## config.mk

```make
export PLATFORM = sky130hd
export DESIGN_NAME = hex_msg_scroller
export DESIGN_NICKNAME = d
export VERILOG_FILES = /design/src/rtl/hex_disp_pkg.sv /design/src/rtl/seg7_char_decoder.sv /design/src/rtl/hex_msg_scroller.sv
export SDC_FILE = /design/constraint.sdc
export NUM_CORES = 1
export LEC_CHECK = 0
export CORE_MARGIN = 5
export CORE_UTILIZATION = 31
export DETAILED_ROUTE_END_ITERATION = 8
export PLACE_DENSITY = 0.56
export SYNTH_ARGS = -nofsm -noshare
export SYNTH_HDL_FRONTEND = slang
export SYNTH_SLANG_ARGS = --single-unit
```

## constraint.sdc

```tcl
create_clock -name CLOCK_50 -period 4.2 [get_ports CLOCK_50]
set_input_delay 0.84 -clock CLOCK_50 [delete_from_list [all_inputs] [get_ports CLOCK_50]]
set_output_delay 0.84 -clock CLOCK_50 [all_outputs]
set_load 0.005 [all_outputs]
```

## src/rtl/hex_disp_pkg.sv

```systemverilog
`default_nettype none
// ============================================================================
// hex_disp_pkg : character codes and active-low 7-segment patterns (gfedcba)
// Revision     : 1.0
// ============================================================================
package hex_disp_pkg;

  localparam logic [2:0] CHAR_H     = 3'd0;
  localparam logic [2:0] CHAR_E     = 3'd1;
  localparam logic [2:0] CHAR_L     = 3'd2;
  localparam logic [2:0] CHAR_O     = 3'd3;
  localparam logic [2:0] CHAR_P     = 3'd4;
  localparam logic [2:0] CHAR_U     = 3'd5;
  localparam logic [2:0] CHAR_DASH  = 3'd6;
  localparam logic [2:0] CHAR_BLANK = 3'd7;

  localparam logic [6:0] SEG_H     = 7'h09;
  localparam logic [6:0] SEG_E     = 7'h06;
  localparam logic [6:0] SEG_L     = 7'h47;
  localparam logic [6:0] SEG_O     = 7'h40;
  localparam logic [6:0] SEG_P     = 7'h0C;
  localparam logic [6:0] SEG_U     = 7'h41;
  localparam logic [6:0] SEG_DASH  = 7'h3F;
  localparam logic [6:0] SEG_BLANK = 7'h7F;
  localparam logic [6:0] SEG_OFF   = 7'h7F;

  localparam logic [1:0] MODE_STATIC       = 2'b00;
  localparam logic [1:0] MODE_SCROLL       = 2'b01;
  localparam logic [1:0] MODE_BLINK        = 2'b10;
  localparam logic [1:0] MODE_SCROLL_BLINK = 2'b11;

endpackage
`default_nettype wire

```

## src/rtl/seg7_char_decoder.sv

```systemverilog
`default_nettype none
// ============================================================================
// seg7_char_decoder : 3-bit character code to active-low segment pattern
// Revision          : 1.0
// ============================================================================
module seg7_char_decoder
  import hex_disp_pkg::*;
(
  input  logic [2:0] code,
  output logic [6:0] seg
);

  always_comb begin
    seg = SEG_OFF;
    case (code)
      CHAR_H:     seg = SEG_H;
      CHAR_E:     seg = SEG_E;
      CHAR_L:     seg = SEG_L;
      CHAR_O:     seg = SEG_O;
      CHAR_P:     seg = SEG_P;
      CHAR_U:     seg = SEG_U;
      CHAR_DASH:  seg = SEG_DASH;
      CHAR_BLANK: seg = SEG_BLANK;
      default:    seg = SEG_OFF;
    endcase
  end

endmodule
`default_nettype wire

```

## src/rtl/hex_msg_scroller.sv

```systemverilog
`default_nettype none
// ============================================================================
// hex_msg_scroller : scrolling / blinking message window on NUM_DIGITS displays
// Revision         : 1.0
// ============================================================================
module hex_msg_scroller
  import hex_disp_pkg::*;
#(
  parameter  int NUM_DIGITS = 6,
  parameter  int MSG_LEN    = 8,
  parameter  int DIV_MAX    = 49_999_999,
  parameter  int DIV_WIDTH  = 26,
  localparam int POS_W      = (MSG_LEN > 1) ? $clog2(MSG_LEN) : 1
) (
  input  logic                    CLOCK_50,
  input  logic                    resetn,
  input  logic [3*MSG_LEN-1:0]    msg,
  input  logic [1:0]              mode,
  input  logic                    dir,
  input  logic                    restart,
  output logic [7*NUM_DIGITS-1:0] hex,
  output logic [POS_W-1:0]        pos,
  output logic                    tick
);

  localparam int                   SUM_W    = 6;
  localparam int                   NSUB     = (NUM_DIGITS + MSG_LEN - 1) / MSG_LEN + 1;
  localparam logic [DIV_WIDTH-1:0] DIV_LAST = DIV_WIDTH'(DIV_MAX);
  localparam logic [POS_W-1:0]     POS_LAST = POS_W'(MSG_LEN - 1);

  logic [DIV_WIDTH-1:0]    div_q, div_d;
  logic [POS_W-1:0]        pos_q, pos_d;
  logic                    tick_q, tick_d;
  logic                    blank_ph_q, blank_ph_d;
  logic [7*NUM_DIGITS-1:0] hex_q, hex_d;
  logic [2:0]              chars [MSG_LEN];

  always_comb begin
    div_d      = (div_q == DIV_LAST) ? '0 : div_q + 1'b1;
    tick_d     = (div_q == DIV_LAST);
    pos_d      = pos_q;
    blank_ph_d = mode[1] ? (blank_ph_q ^ tick_q) : 1'b0;
    if (tick_q && mode[0]) begin
      if (!dir) pos_d = (pos_q == POS_LAST) ? '0 : pos_q + 1'b1;
      else      pos_d = (pos_q == '0) ? POS_LAST : pos_q - 1'b1;
    end
    // restart wins over a tick landing in the same cycle
    if (restart) begin
      div_d      = '0;
      tick_d     = 1'b0;
      pos_d      = '0;
      blank_ph_d = 1'b0;
    end
  end

  generate
    for (genvar k = 0; k < MSG_LEN; k++) begin : g_unpack
      assign chars[k] = msg[3*k +: 3];
    end

    for (genvar i = 0; i < NUM_DIGITS; i++) begin : g_digit
      logic [SUM_W-1:0] idx;
      logic [2:0]       code;
      logic [6:0]       seg;

      // leftmost digit shows char pos; wrap by repeated subtraction
      always_comb begin
        idx = SUM_W'(pos_q) + SUM_W'(NUM_DIGITS - 1 - i);
        for (int s = 0; s < NSUB; s++) begin
          if (idx >= SUM_W'(MSG_LEN)) idx = idx - SUM_W'(MSG_LEN);
        end
        code = CHAR_BLANK;
        for (int k = 0; k < MSG_LEN; k++) begin
          if (idx == SUM_W'(k)) code = chars[k];
        end
      end

      seg7_char_decoder u_dec (
        .code (code),
        .seg  (seg)
      );

      assign hex_d[7*i +: 7] = blank_ph_q ? SEG_OFF : seg;
    end
  endgenerate

  always_ff @(posedge CLOCK_50 or negedge resetn) begin
    if (!resetn) begin
      div_q      <= '0;
      tick_q     <= 1'b0;
      pos_q      <= '0;
      blank_ph_q <= 1'b0;
      hex_q      <= {NUM_DIGITS{SEG_OFF}};
    end else begin
      div_q      <= div_d;
      tick_q     <= tick_d;
      pos_q      <= pos_d;
      blank_ph_q <= blank_ph_d;
      hex_q      <= hex_d;
    end
  end

  assign hex  = hex_q;
  assign pos  = pos_q;
  assign tick = tick_q;

endmodule
`default_nettype wire
```

==> results_dict.tcl <==
set metrics [dict create \
    status "finished clean" \
    grt_pass1_wl_microns 23500 \
    grt_max_degree 42 \
    path_clk_slew_ps 50 \
    dp_hpwl_microns 10700 \
    initial_core_util_pct 31.3 \
    rsz0062_at_grt "no" \
    yosys_warnings 0 \
    grt_usage_pct 14.6 \
    critPathSlowestCell "ha_1" \
    synth.most_common_cell "nand2_1" \
    rows 48 \
    ys_async_sr_fraction_pct 100 \
    ys.flop_type "dfstp_2" \
    crit_family "adder cells" \
    synth_cells 621 \
    holdCritStartpoint "div_q[0]" \
    synth_seq_cells 67 \
    drc 0 \
    synth_area_leaders "dfstp_2 (18%), dfrtp_1 (14%), ha_1 (10%)" \
    peakVddDrop_mv 0.183 \
    io_buffers 75 \
    cts_max_level 3 \
    start_kind "register" \
    hold_depth 1 \
    p_per_area_nw_per_um2 260 \
    fin_crit_sh_pct 84.5 \
    n_fill_cell 1746 \
    reg2reg_to "hex[35]" \
    rr_worst_depth 9 \
    synth_top_cell_by_area "dfstp_2" \
    worst_pin_slew_ps 1180 \
    cp-end-kind "register" \
    dr_total_vias 4627 \
    postCtsSetupRepairBufs 0 \
    ctsResizeCount 0 \
    syn_nets 696 \
    post_route_cells_drive_above_1_share_pct 12.1 \
    synth.top_cell.area_share_pct 17.6 \
    dieHeight_microns 142 \
    yosysSeqAreaShare_pct 32.0 \
    drt_pass1_iterations 4 \
    cts_tree "done" \
    synth-edff-count 0 \
    hold_path.class "reg -> reg" \
    cts_buffer_depth 2 \
    vias_per_cell 5.09 \
    chipWidth_microns 142 \
    p_leak_nw 2.81 \
    drv_cap 0 \
    initialDrtViolationCount 338 \
    ant_nets 0 \
    die-area_sq_um 20100 \
    cts_buffers 9 \
    design.core.area_sq_um 17200 \
    multi_input_area_sq_um 3300 \
    root_buffer "clkbuf_16" \
    finalSetupViolCount 0 \
    synthesis.area_sq_um 5380 \
    antenna_found_initial 0 \
    wirelength_microns 14300 \
    place_congestion 0.953 \
    worst-path-buf-inv 2 \
    required_ps 4460 \
    cp.arrival_ps 3810 \
    area_growth_pct 21.9 \
    postSynthAreaPerCell_sq_um 8.66 \
    hold_end "div_q[0]" \
    ioPinCount 76 \
    final.setup.tns_ps 0 \
    timing.final.crit_period_ps 3550 \
    fmax_mhz 282 \
    dp_cells 893 \
    hold_violations 0 \
    path_cells "inv_1 -> ha_1 -> o31ai_1 -> a22o_1 -> a21oi_1 -> inv_1 -> ha_1 -> or3_1 -> a21o_1" \
    slowest_delay_ps 950 \
    ys_types 70 \
    numClockSinks 67 \
    clk_latency_ps 340 \
    rrSetupSlack_ps 650 \
    wl_per_cell_microns 15.8 \
    antenna_cells 0 \
    grt_overflow_total 0 \
    layout.nets 754 \
    worstSetupPathType "reg -> reg" \
    ff_latch_area_sq_um 1720 \
    holdBufCountCts 0 \
    r2r-start "pos[0]" \
    slew_headroom_pct 21.6 \
    ys_top_cells_by_count "nand2_1 (59), a21oi_1 (58), nor2_1 (52)" \
    stdcell_count 909 \
    slew_viol_final 0 \
    clock_skew_ps 9.07 \
    crit_fanout 33 \
    grt_pass1_vias 4636 \
]
-- cells by family (layout without fill, tap and decap cells) --
kind of cell	count (synthesis)	count (layout)	synth area share (%)
flops	67	67	32.0
xor+xnor	25	25	4.07
fa+ha+maj	45	45	10.5
other cells	2	2	0.140
buf+inv	75	138	6.65
simple gates	239	239	24.5
mux	11	11	2.05
compound gates	157	157	20.1
-- where the power goes --
| group | internal [W] | leakage (nW) | total, W | switching [W] |
|---|---|---|---|---|
| combinational | 0.000125 | 1.86 | 0.000243 | 0.000118 |
| sequential | 0.000698 | 0.809 | 0.000709 | 0.0000110 |
| clock | 0.000492 | 0.143 | 0.000753 | 0.000261 |
-- metal layers --
metal	wire, microns	GRT usage, %	share of wire [%]
met5	0	0	0
met4	209	5.05	1.5
met3	891	3.84	6.2
met2	6990	24.3	49
met1	6220	18.2	43
-- flip-flops by register name, summed over array words and instances, names as in the netlist --
register and count:
pos 3, div_q 26, hex 36, tick 1, blank_ph_q 1
-- layout by cell type, fill, tap and decap left out, drive strengths merged, types with 14 or more instances in the layout --
| cell type | Yosys | routed |
|---|---|---|
| clkbuf | 9 | 14 |
| inv | 39 | 39 |
| dfstp | 36 | 36 |
| nor3b | 19 | 19 |
| nand2 | 59 | 59 |
| clkdlybuf4s50 | 0 | 74 |
| a21o | 14 | 14 |
| nand2b | 16 | 16 |
| dfrtp | 31 | 31 |
| nor2b | 23 | 23 |
| xor2 | 14 | 14 |
| ha | 45 | 45 |
| o21ai | 23 | 23 |
| a21oi | 62 | 62 |
| nor2 | 52 | 52 |
-- cell type report --
type                    instances  share of cell area (%)
clock buffers                  14                    4.03
clock inverters                 2                   0.573
inverters                      39                    2.23
multi-input cells             479                    50.3
flip-flops and latches         67                    26.3
well taps                     225                    4.29
repair buffers                 83                    12.3
-- per-stage QoR --
step | total power [W] | setup WS (ps) | util, % | cell area, sq um | hold WS [ps]
global route | 0.00179 | 380 | 38.2 | 6560 | 550
CTS | 0.00174 | 623 | 38.2 | 6560 | 533
floorplan | 0.000820 | 1230 | - | 5380 | 488
global placement | 0.000962 | 817 | 36.4 | 6250 | 516
finish | 0.00170 | 650 | 38.2 | 6560 | 536
detailed placement | 0.000964 | 655 | 36.4 | 6250 | 525
-- worst max-delay path by stage --
| stage | startpoint | to | slack [ps] | cells after the start |
|---|---|---|---|---|
| floorplan | pos[1] | hex[14] | 1230 | 13 |
| global placement | pos[0] | hex[28] | 820 | 11 |
| detailed placement | pos[0] | hex[28] | 650 | 11 |
| CTS | pos[0] | hex[28] | 620 | 11 |
| global route | pos[0] | hex[35] | 380 | 10 |
| finish | pos[0] | hex[35] | 650 | 9 |
Power figures use the tool's default switching activity.
